===== config.mk =====
export PLATFORM = sky130hd
export DESIGN_NAME = alu_sequencer
export DESIGN_NICKNAME = d
export VERILOG_FILES = /design/src/rtl/alu_seq_pkg.sv /design/src/rtl/alu_seq_op_decode.sv /design/src/rtl/alu_sequencer.sv
export SDC_FILE = /design/constraint.sdc
export NUM_CORES = 1
export LEC_CHECK = 0
export ABC_AREA = 1
export CORE_ASPECT_RATIO = 1.25
export CORE_MARGIN = 4
export CORE_UTILIZATION = 43
export DETAILED_ROUTE_END_ITERATION = 10
export GPL_ROUTABILITY_DRIVEN = 1
export GPL_TIMING_DRIVEN = 0
export PLACE_DENSITY_LB_ADDON = 0.25
export SYNTH_ARGS = -nofsm -noshare
export SYNTH_HDL_FRONTEND = slang
export SYNTH_SLANG_ARGS = --single-unit

===== constraint.sdc =====
create_clock -name clk -period 1.4 [get_ports clk]
set_input_delay 0.21 -clock clk [delete_from_list [all_inputs] [get_ports clk]]
set_output_delay 0.21 -clock clk [all_outputs]
set_load 0.1 [all_outputs]

===== src/rtl/alu_seq_pkg.sv =====
// Shared definitions for the nibble-serial ALU sequencer: opcodes, arithmetic-unit
// select codes, the sequencer state type and the overflow operand-sign helper.
package alu_seq_pkg;

    localparam logic [2:0] OP_ADD = 3'b000;
    localparam logic [2:0] OP_ADC = 3'b001;
    localparam logic [2:0] OP_SUB = 3'b010;
    localparam logic [2:0] OP_INC = 3'b011;
    localparam logic [2:0] OP_DEC = 3'b100;
    localparam logic [2:0] OP_TFR = 3'b101;

    localparam logic [1:0] AU_S_ADD = 2'b00;
    localparam logic [1:0] AU_S_SUB = 2'b01;
    localparam logic [1:0] AU_S_INC = 2'b10;
    localparam logic [1:0] AU_S_DEC = 2'b11;

    typedef enum logic [1:0] {
        ST_IDLE = 2'd0,
        ST_EXEC = 2'd1,
        ST_DONE = 2'd2
    } seq_state_t;

    // Sign bit of the effective second operand b' seen by the adder for each opcode.
    function automatic logic eff_b_sign(input logic [2:0] op, input logic b_msb);
        case (op)
            OP_ADD, OP_ADC: eff_b_sign = b_msb;
            OP_SUB:         eff_b_sign = ~b_msb;
            OP_DEC:         eff_b_sign = 1'b1;
            default:        eff_b_sign = 1'b0;
        endcase
    endfunction

endpackage


===== src/rtl/alu_seq_op_decode.sv =====
// Combinational opcode decode: arithmetic-unit select and carry-in for the first pass.
// Reserved opcodes fall through to TFR (pass A through with no carry).
module alu_seq_op_decode (
    input  logic [2:0] i_op,
    input  logic       i_cin,
    output logic [1:0] o_au_s,
    output logic       o_cin0
);
    import alu_seq_pkg::*;

    always_comb begin
        o_au_s = AU_S_INC;
        o_cin0 = 1'b0;
        case (i_op)
            OP_ADD: begin
                o_au_s = AU_S_ADD;
                o_cin0 = 1'b0;
            end
            OP_ADC: begin
                o_au_s = AU_S_ADD;
                o_cin0 = i_cin;
            end
            OP_SUB: begin
                o_au_s = AU_S_SUB;
                o_cin0 = 1'b1;
            end
            OP_INC: begin
                o_au_s = AU_S_INC;
                o_cin0 = 1'b1;
            end
            OP_DEC: begin
                o_au_s = AU_S_DEC;
                o_cin0 = 1'b0;
            end
            default: begin
                o_au_s = AU_S_INC;
                o_cin0 = 1'b0;
            end
        endcase
    end

endmodule


===== src/rtl/alu_sequencer.sv =====
// Nibble-serial ALU sequencer driving an external 4-bit arithmetic unit, one pass per cycle.
// Optional signed-overflow output res_ovf is built when ALU_SEQ_OVF_EN is defined.
module alu_sequencer #(
    parameter  int NIBBLES = 2,
    localparam int W       = 4 * NIBBLES
) (
    input  logic         clk,
    input  logic         rst_n,
    input  logic         cmd_valid,
    output logic         cmd_ready,
    input  logic [2:0]   cmd_op,
    input  logic [W-1:0] cmd_a,
    input  logic [W-1:0] cmd_b,
    input  logic         cmd_cin,
    output logic [3:0]   au_a,
    output logic [3:0]   au_b,
    output logic [1:0]   au_s,
    output logic         au_cin,
    input  logic [3:0]   au_d,
    input  logic         au_cout,
    output logic         res_valid,
    input  logic         res_ready,
    output logic [W-1:0] res_data,
    output logic         res_carry,
    output logic         res_zero
`ifdef ALU_SEQ_OVF_EN
    ,
    output logic         res_ovf
`endif
);
    import alu_seq_pkg::*;

    localparam int PW = (NIBBLES > 1) ? $clog2(NIBBLES) : 1;

    seq_state_t     r_state;
    seq_state_t     w_state_next;
    logic [W-1:0]   r_a;
    logic [W-1:0]   r_b;
    logic [2:0]     r_op;
    logic           r_cin;
    logic [PW-1:0]  r_pass;
    logic [W-1:0]   r_res;
    logic           r_carry;
    logic           r_zero;

    logic [1:0]     w_dec_s;
    logic           w_dec_cin0;
    logic [3:0]     w_nib_a;
    logic [3:0]     w_nib_b;
    logic [W-1:0]   w_res_next;
    logic           w_last;

    alu_seq_op_decode u_decode (
        .i_op   (r_op),
        .i_cin  (r_cin),
        .o_au_s (w_dec_s),
        .o_cin0 (w_dec_cin0)
    );

    assign w_last = (r_pass == PW'(NIBBLES - 1));

    // Select the operand nibbles for the current pass and merge the returned nibble.
    always_comb begin
        w_nib_a    = 4'h0;
        w_nib_b    = 4'h0;
        w_res_next = r_res;
        for (int i = 0; i < NIBBLES; i++) begin
            if (r_pass == PW'(i)) begin
                w_nib_a              = r_a[4*i +: 4];
                w_nib_b              = r_b[4*i +: 4];
                w_res_next[4*i +: 4] = au_d;
            end
        end
    end

    always_ff @(posedge clk) begin
        if (!rst_n) begin
            r_state <= ST_IDLE;
        end else begin
            r_state <= w_state_next;
        end
    end

    always_comb begin
        w_state_next = r_state;
        cmd_ready    = 1'b0;
        res_valid    = 1'b0;
        au_a         = 4'h0;
        au_b         = 4'h0;
        au_s         = 2'b00;
        au_cin       = 1'b0;
        case (r_state)
            ST_IDLE: begin
                cmd_ready = 1'b1;
                if (cmd_valid) begin
                    w_state_next = ST_EXEC;
                end
            end
            ST_EXEC: begin
                au_a   = w_nib_a;
                au_b   = w_nib_b;
                au_s   = w_dec_s;
                au_cin = (r_pass == '0) ? w_dec_cin0 : r_carry;
                if (w_last) begin
                    w_state_next = ST_DONE;
                end
            end
            ST_DONE: begin
                res_valid = 1'b1;
                if (res_ready) begin
                    w_state_next = ST_IDLE;
                end
            end
            default: begin
                w_state_next = ST_IDLE;
            end
        endcase
    end

`ifdef ALU_SEQ_OVF_EN
    logic r_ovf;
    logic w_ovf;

    assign w_ovf   = (r_a[W-1] == eff_b_sign(r_op, r_b[W-1])) && (w_res_next[W-1] != r_a[W-1]);
    assign res_ovf = r_ovf;
`endif

    // Operand latch on acceptance; per-pass result and carry capture in EXEC.
    always_ff @(posedge clk) begin
        if (!rst_n) begin
            r_a     <= '0;
            r_b     <= '0;
            r_op    <= 3'b000;
            r_cin   <= 1'b0;
            r_pass  <= '0;
            r_res   <= '0;
            r_carry <= 1'b0;
            r_zero  <= 1'b0;
`ifdef ALU_SEQ_OVF_EN
            r_ovf   <= 1'b0;
`endif
        end else begin
            case (r_state)
                ST_IDLE: begin
                    if (cmd_valid) begin
                        r_a    <= cmd_a;
                        r_b    <= cmd_b;
                        r_op   <= cmd_op;
                        r_cin  <= cmd_cin;
                        r_pass <= '0;
                    end
                end
                ST_EXEC: begin
                    r_res   <= w_res_next;
                    r_carry <= au_cout;
                    r_pass  <= r_pass + PW'(1);
                    if (w_last) begin
                        r_zero <= (w_res_next == '0);
`ifdef ALU_SEQ_OVF_EN
                        r_ovf  <= w_ovf;
`endif
                    end
                end
                default: begin
                end
            endcase
        end
    end

    assign res_data  = r_res;
    assign res_carry = r_carry;
    assign res_zero  = r_zero;

endmodule

Word level (Yosys, flattened, before mapping)
Index checks and enable logic that the tools add are counted.
- add/subtract/negate cells: 1
- eq/ne operators: 9
- mux-type cells: 19
- reductions and logical operators: 10
- operator list (kind ; count):
    4-bit 2-to-1 mux ; 6
    2-bit one-hot mux with 3 select lines ; 2
    8-bit logical NOT ; 1
    2-bit 2-to-1 mux ; 4
    3-bit by 2-bit equality test with 1-bit output, second input constant ; 2
    2-bit != test, second input constant ; 3
    2-bit AND reduction ; 3
    1-bit 2-to-1 mux ; 5
    1-bit one-hot mux with 2 select lines ; 2
    2-bit OR reduction ; 2
    3-bit by 1-bit equality test with 1-bit output, second input constant ; 1
    3-bit equality test, second input constant ; 1
    3-bit logical NOT ; 1
    3-bit AND reduction ; 1
    2-bit by 1-bit equality test with 1-bit output, second input constant ; 1
    2-bit equality test, second input constant ; 1
    2-bit logical NOT ; 1
    2-bit nonzero test ; 1
    1-bit adder, second input constant ; 1
- register bits after elaboration: 33
- bits of input ports: 29
- output and inout port bits: 23
- word-level logic and storage cells: 48

Depth between registers and ports, before layout
Gate-level depths: netlist of the first run.
- depth after elaboration: 5
- gate-level depth with buffers: 6
- depth with buffers taken out: 6

By module
A second synthesis of the first run with hierarchy kept.
- cells, all modules: 241
- area total of the unflattened synthesis: 1606.5 um^2
- modules (own cells, without submodules) (module ; instances ; cells an instance ; area each (um^2) ; seq. area each (um^2)):
    alu_sequencer ; 1 ; 231 ; 1567.8 ; 660.6
    alu_seq_op_decode ; 1 ; 10 ; 38.8 ; 0.0

Worst setup path before layout of the first run
OpenSTA, ideal clock, no wires.
- kind: reg2out
- from: reg r_state[1]
- to: out au_cin
- arrival time: 2.782 ns
- data required time: 1.190 ns
- path slack: -1.592 ns
- cell stages (with the launch flop): 6
- buffers on the path: 0
- path through: dfxtp_1 -> inv_1 -> nand2_2 -> nor2_4 -> nand2_1 -> o21ai_0
- longest elaborated chain between the ends: 2
- RTL lines (item ; line ; source):
    start, declared ; alu_sequencer.sv:35 ; seq_state_t r_state;
    start signal, assigned ; alu_sequencer.sv:80 ; r_state <= w_state_next;
    2-bit by 1-bit equality test with 1-bit output ; alu_sequencer.sv:92 ; case (r_state)
    1-bit 2-to-1 mux ; alu_sequencer.sv:92 ;
    end, declared ; alu_sequencer.sv:18 ; output logic au_cin,
No other way between the ends.

Final worst setup path of the first run
- from: reg r_state[1]
- to: out au_b[0]
- longest elaborated chain between the ends: 2
- RTL lines (item ; line ; source):
    2-bit by 1-bit equality test with 1-bit output ; alu_sequencer.sv:92 ;
    4-bit 2-to-1 mux ; alu_sequencer.sv:92 ;
    end, declared ; alu_sequencer.sv:16 ; output logic [3:0] au_b,
No other way between the ends.

==> results of run 1 <==
## flip-flops by register name (all words and copies together) (netlist names)
| name | flops |
|---|---|
| r_state | 2 |
| r_a | 8 |
| r_op | 3 |
| res_carry | 1 |
| r_pass | 1 |
| r_b | 8 |
| r_cin | 1 |
| res_zero | 1 |
| res_data | 8 |
## logic make-up (layout without fill, tap and decap cells)
| group | Yosys count | after routing | share of synthesized area |
|---|---|---|---|
| simple gates | 110 | 110 | 0.321 |
| compound gates | 34 | 34 | 0.126 |
| flops | 33 | 33 | 0.479 |
| buf+inv | 18 | 93 | 0.0680 |
| xor+xnor | 1 | 1 | 0.00635 |
## worst max-delay path, cell delays in order (launching register included)
cell and delay, ns:
dfxtp_4 0.36, inv_4 0.07, nand2_8 0.07, nor2_4 0.19, buf_6 0.16, nand2_2 0.05
nand2_2 0.08, buf_12 0.17
## through the flow
stage	instance area [um^2]	hold WS [ns]	setup TNS [ns]	power [uW]
6_report	2370	0.473	-3.06	2510
5_1_grt	2370	0.474	-3.96	2630
4_1_cts	2270	0.470	-2.77	2480
3_5_place_dp	2040	0.458	-13.30	1820
3_3_place_gp	2040	0.452	-13.10	1810
2_1_floorplan	1490	0.341	-2.30	1600
## layout by cell type (no fill, tap or decap)
| cell type | Yosys | final |
|---|---|---|
| clkbuf_1 | 2 | 2 |
| o21ai_0 | 27 | 16 |
| nor3_4 | 0 | 1 |
| clkdlybuf4s50_1 | 0 | 28 |
| buf_6 | 2 | 7 |
| inv_4 | 0 | 1 |
| dfxtp_1 | 33 | 25 |
| o21ai_2 | 1 | 1 |
| nand2_8 | 0 | 1 |
| clkinv_2 | 0 | 1 |
| inv_1 | 7 | 6 |
| inv_2 | 2 | 2 |
| dfxtp_4 | 0 | 2 |
| buf_12 | 0 | 13 |
| nor2_1 | 66 | 65 |
| a21oi_4 | 0 | 1 |
| clkbuf_2 | 1 | 1 |
| dfxtp_2 | 0 | 6 |
| buf_2 | 2 | 8 |
| nand2_2 | 3 | 19 |
| xnor2_1 | 1 | 1 |
| clkbuf_8 | 0 | 2 |
| clkbuf_4 | 0 | 8 |
| o21ai_4 | 0 | 1 |
| nor2_4 | 2 | 3 |
| nand2_4 | 0 | 2 |
| nand2_1 | 35 | 16 |
| nand3_2 | 0 | 1 |
| a21oi_2 | 0 | 1 |
| a21oi_1 | 4 | 2 |
| buf_4 | 2 | 14 |
| o21ai_1 | 2 | 12 |
| nor2_2 | 2 | 2 |
## area by class of cell
class                      count  area (um^2)  area share
timing repair buffer          67          729       0.307
inverter                       9         36.3      0.0153
multi-input combinational    145          747       0.315
buffer                         9         70.1      0.0295
clock inverter                 1         5.00     0.00211
clock buffer                   7         65.1      0.0274
sequential                    33          676       0.285
tap                           36         45.0      0.0190
## timing repair
action,in CTS,in global routing
gates resized for setup,174,19
pin swaps,9,11
buffers inserted,8,6
gates cloned,2,0
setup endpoints to repair,23,18
hold buffers,0,0
## where the power goes
group	leakage [uW]	switching (uW)	internal, uW
Clock	0.0000413	313	291
Sequential	0.000276	65.0	1020
Combinational	0.000746	522	306
## metal layers
metal,wire length (um),track usage,vias to the layer above
met3,301,0.0703,16
met5,0,0,-
met1,1570,0.208,688
li1,-,-,757
met4,138,0.0882,0
met2,2160,0.370,58
## path summary, 6_finish.rpt
kind / endpoint / cells after the start / start
setup reg to reg: r_pass / 7 / r_state[1]
setup / recovery: au_b[0] / 7 / r_state[1]
hold reg to reg: r_b[4] / 2 / r_b[4]
hold / removal: r_b[1] / 3 / cmd_b[1]
==> flow_summary.json, run 1 <==
{
  "initial_utilization": 0.460,
  "grt_pass1_wl_um": 6490,
  "antenna_found_initial": 0,
  "synth_edf_count": 0,
  "drc": 0,
  "clockBufferDepth": 2,
  "syn_avg_cell_area_um2": 7.04,
  "maxCapViolCount": 0,
  "io_pins": 52,
  "finalNonFillerCells": 307,
  "die_h_um": 71.3,
  "synth.most_common_cell": "nor2_1",
  "cp.arrival_ns": 1.51,
  "synth_top_area_cell": "dfxtp_1",
  "wirelength_um": 4170,
  "power_density_nw_per_um2": 1060,
  "required_ns": 1.19,
  "io_buffer_count": 51,
  "core-area_um2": 3000,
  "status": "finished with violations",
  "max_slew.worst_pin.slew_ns": 0.490,
  "rows": 22,
  "gp_congestion": 0.828,
  "fin_crit_sh": 1.23,
  "clk_pin_slew_ns": 0.10,
  "ctsRootBufferMaster": "clkbuf_4",
  "track_usage": 0.205,
  "dp_cells": 283,
  "n_fill_cell": 211,
  "dieArea_um2": 4190,
  "skew_ns": 0.00597,
  "ys_seq_elements": 33,
  "grt_overflow": 0,
  "period_minus_slack_ns": 1.72,
  "vias_per_cell": 4.95,
  "syn_to_final_growth_pct": 72.0,
  "synth_nets": 225,
  "yosysSeqAreaShare": 0.479,
  "hp-class": "in -> reg",
  "htreeDepth": 2,
  "rrSetupSlack_ns": 0.09,
  "grt_pass1_vias": 1493,
  "drv_slew": 0,
  "die_x_um": 58.7,
  "finalSetupViolations": 11,
  "final_util": 0.791,
  "crit_fanout": 5,
  "final.setup.worst_slack_ns": -0.320,
  "drt_first_pass_iters": 4,
  "yosysTopAreaCellShare": 0.479,
  "antenna_left": 0,
  "yosys_warnings": 0,
  "synthTopCellsByCount": "nor2_1 (66), nand2_1 (35), dfxtp_1 (33)",
  "clk_latency_ns": 0.34,
  "leakage_uw": 0.00106,
  "end_kind": "output port",
  "numClockSinks": 33,
  "rsz0062_at_grt": "yes",
  "syn_area_um2": 1380,
  "hold_viol": 0,
  "cts_buffers": 5,
  "post-place-ws_ns": -0.924,
  "relSlewSlack": 0.675,
  "synth_area_leaders": "dfxtp_1 (48%), nor2_1 (18%), o21ai_0 (9.8%), nand2_1 (9.5%), inv_1 (1.9%)",
  "num_vias": 1519,
  "grt_max_degree": 11,
  "netlist_instances": 196,
  "drive_gt1_frac": 0.362,
  "final_net_count": 299,
  "async_reset_ff_frac": 0,
  "critPathKind": "reg -> out",
  "violations": "setup timing",
  "max-vdd-ir-drop_uv": 817,
  "initialDrtViolationCount": 43,
  "cp-start-kind": "register",
  "wl_per_cell_um": 13.6,
  "yosysUniqueCellTypes": 20,
  "fmax_mhz": 582,
  "hpwl_um": 2580,
  "synth_flop_cell": "dfxtp_1",
  "cts_tree": "yes",
  "antenna_cells": 0
}
No activity file was read; power rests on OpenSTA's default activity.
==> run 2, diff against run 1 <==
==> constraint.sdc (replaced) <==
create_clock -name clk -period 1.7 [get_ports clk]
set_input_delay 0.255 -clock clk [delete_from_list [all_inputs] [get_ports clk]]
set_output_delay 0.255 -clock clk [all_outputs]
set_load 0.1 [all_outputs]
==> run 2 against run 1 <==
Compared with the run above: sequential power down 18%; sequential share of layout area about the same; total power down 15%; utilization down 1.0 points; critical path depth unchanged; final cell count down 1.6%; combinational power down 22%; the run still ends with setup timing left; non-clock buffer count down 5; first-iteration DRC count down 21%; count of clock-buffer cells in the layout unchanged; clock skew up 0.0085 ns.
==> flow_summary.json, run 2 (synthesized netlist as in run 1, its figures left out) <==
{
  "n_fill_cell": 220,
  "power_density_nw_per_um2": 916,
  "cp-start-kind": "register",
  "grt_pass1_wl_um": 6610,
  "hp-class": "reg -> reg",
  "die_h_um": 71.3,
  "hold_viol": 0,
  "seqCellArea_um2": 667,
  "fmax_mhz": 579,
  "initial_utilization": 0.460,
  "layout_common_cells": "nor2_1 (65), dfxtp_1 (30), clkdlybuf4s50_1 (28)",
  "dieArea_um2": 4190,
  "cts_buffers": 5,
  "crit_slowest_cell": "dfxtp_2",
  "grt_overflow": 0,
  "mostFrequentLayoutCell": "nor2_1",
  "antenna_left": 0,
  "switching_share": 0.341,
  "wirelength_um": 4150,
  "cp_common_cell": "nand2_2",
  "crit_fanout": 6,
  "max_slew.worst_pin.slew_ns": 0.558,
  "rows": 22,
  "antenna_cells": 0,
  "num_vias": 1515,
  "cp_cell_sequence": "inv_2 -> nand2_4 -> nor2_4 -> buf_6 -> nand2_2 -> nand2_2 -> buf_12",
  "max-vdd-ir-drop_uv": 1070,
  "violations": "setup timing",
  "whs_ns": 0.497,
  "maxCapViolCount": 0,
  "status": "finished with violations",
  "clk_pin_slew_ns": 0.09,
  "p_int_uw": 1410,
  "cp_top_family": "buffers and inverters",
  "ctsRootBufferMaster": "clkbuf_4",
  "critPathMaxStageDelay_ns": 0.33,
  "track_usage": 0.207,
  "drc": 0,
  "final_net_count": 294,
  "drv_slew": 0,
  "core-area_um2": 3000,
  "cp.arrival_ns": 1.47,
  "startpoint": "r_state[1]",
  "min-delay-start": "r_b[7]",
  "required_ns": 1.44,
  "drive_gt1_frac": 0.323,
  "syn_to_final_growth_pct": 69.7,
  "drt_first_pass_iters": 4,
  "numClockSinks": 33,
  "p_sw_uw": 733,
  "skew_ns": 0.0145,
  "grt_max_degree": 11,
  "clockBufferDepth": 2,
  "wl_per_cell_um": 13.7,
  "initialDrtViolationCount": 34,
  "vias_per_cell": 5.02,
  "cts_tree": "yes",
  "place_area_um2": 1980,
  "end_kind": "output port",
  "clk_latency_ns": 0.33,
  "gp_congestion": 0.746,
  "io_pins": 52,
  "antenna_found_initial": 0,
  "stdcell_area_um2": 2340,
  "critPathBufInv": 3,
  "crit_cells": 7,
  "die_x_um": 58.7,
  "final.setup.worst_slack_ns": -0.0279,
  "r2r_start": "r_state[1]",
  "hold_depth": 2,
  "hpwl_um": 2590,
  "power_frac_clock": 0.283,
  "p_comb_frac": 0.302,
  "fin_crit_sh": 1.02,
  "relSlewSlack": 0.630,
  "rsz0062_at_grt": "yes",
  "period_minus_slack_ns": 1.73,
  "finalSetupViolations": 6,
  "rr_worst_depth": 6,
  "multiInputGateArea_um2": 759,
  "grt_pass1_vias": 1478,
  "leakage_uw": 0.00106,
  "io_buffer_count": 51,
  "critPathKind": "reg -> out",
  "seq_power_share": 0.415,
  "htreeDepth": 2
}
[run 2: layer usage]
metal,vias to the layer above,GRT usage,routed length (um)
met5,-,0,0
met4,0,0.0705,74
met3,7,0.0703,318
met2,53,0.355,2160
met1,706,0.235,1600
li1,749,-,-
[run 2: power groups by stage]
stage / Combinational (uW) / Clock, uW / Sequential (uW)
global placement: 572 / 0 / 896
finish: 649 / 607 / 890
global route: 693 / 648 / 898
detailed placement: 576 / 0 / 896
CTS: 630 / 616 / 885
floorplan: 297 / 0 / 1000
[run 2: final cells by class]
type                            instances  share of cell area
Multi-Input combinational cell        145               0.324
Timing Repair Buffer                   62               0.295
Sequential cell                        33               0.285
Buffer                                  9              0.0256
Clock buffer                            7              0.0235
Tap cell                               36              0.0192
Inverter                                9              0.0144
Clock inverter                          1              0.0128
[run 2: what timing repair did]
item                                    CTS  global route
cloned                                    2             0
endpoints found under the setup margin   23            10
setup buffers                             7             2
resized for setup                       155            12
hold buffers                              0             0
pin swaps                                10             4
[run 2: path summary, 6_finish.rpt]
| kind | end | slack [ns] |
|---|---|---|
| max | au_a[3] | -0.03 |
| min | r_b[7] | 0.50 |
| max reg2reg | r_a[2] | 0.44 |
| min reg2reg | r_b[7] | 0.50 |
[run 2: worst min-delay path, delay by kind of cell (launching register included)]
| family | cells | cell delay [ns] |
|---|---|---|
| and+or+nand+nor | 2 | 0.13 |
| DFF | 1 | 0.34 |
[run 2: metrics by stage]
step / TNS, ns / total power, uW / worst slack (ns) / util / instances
CTS: -0.228 / 2130 / -0.0440 / 0.757 / 300
finish: -0.132 / 2150 / -0.0279 / 0.781 / 302
global route: -0.753 / 2240 / -0.101 / 0.781 / 302
detailed placement: -7.85 / 1470 / -0.730 / 0.659 / 283
floorplan: -2.56 / 1300 / -0.132 / - / 196
global placement: -7.95 / 1470 / -0.740 / 0.659 / 283
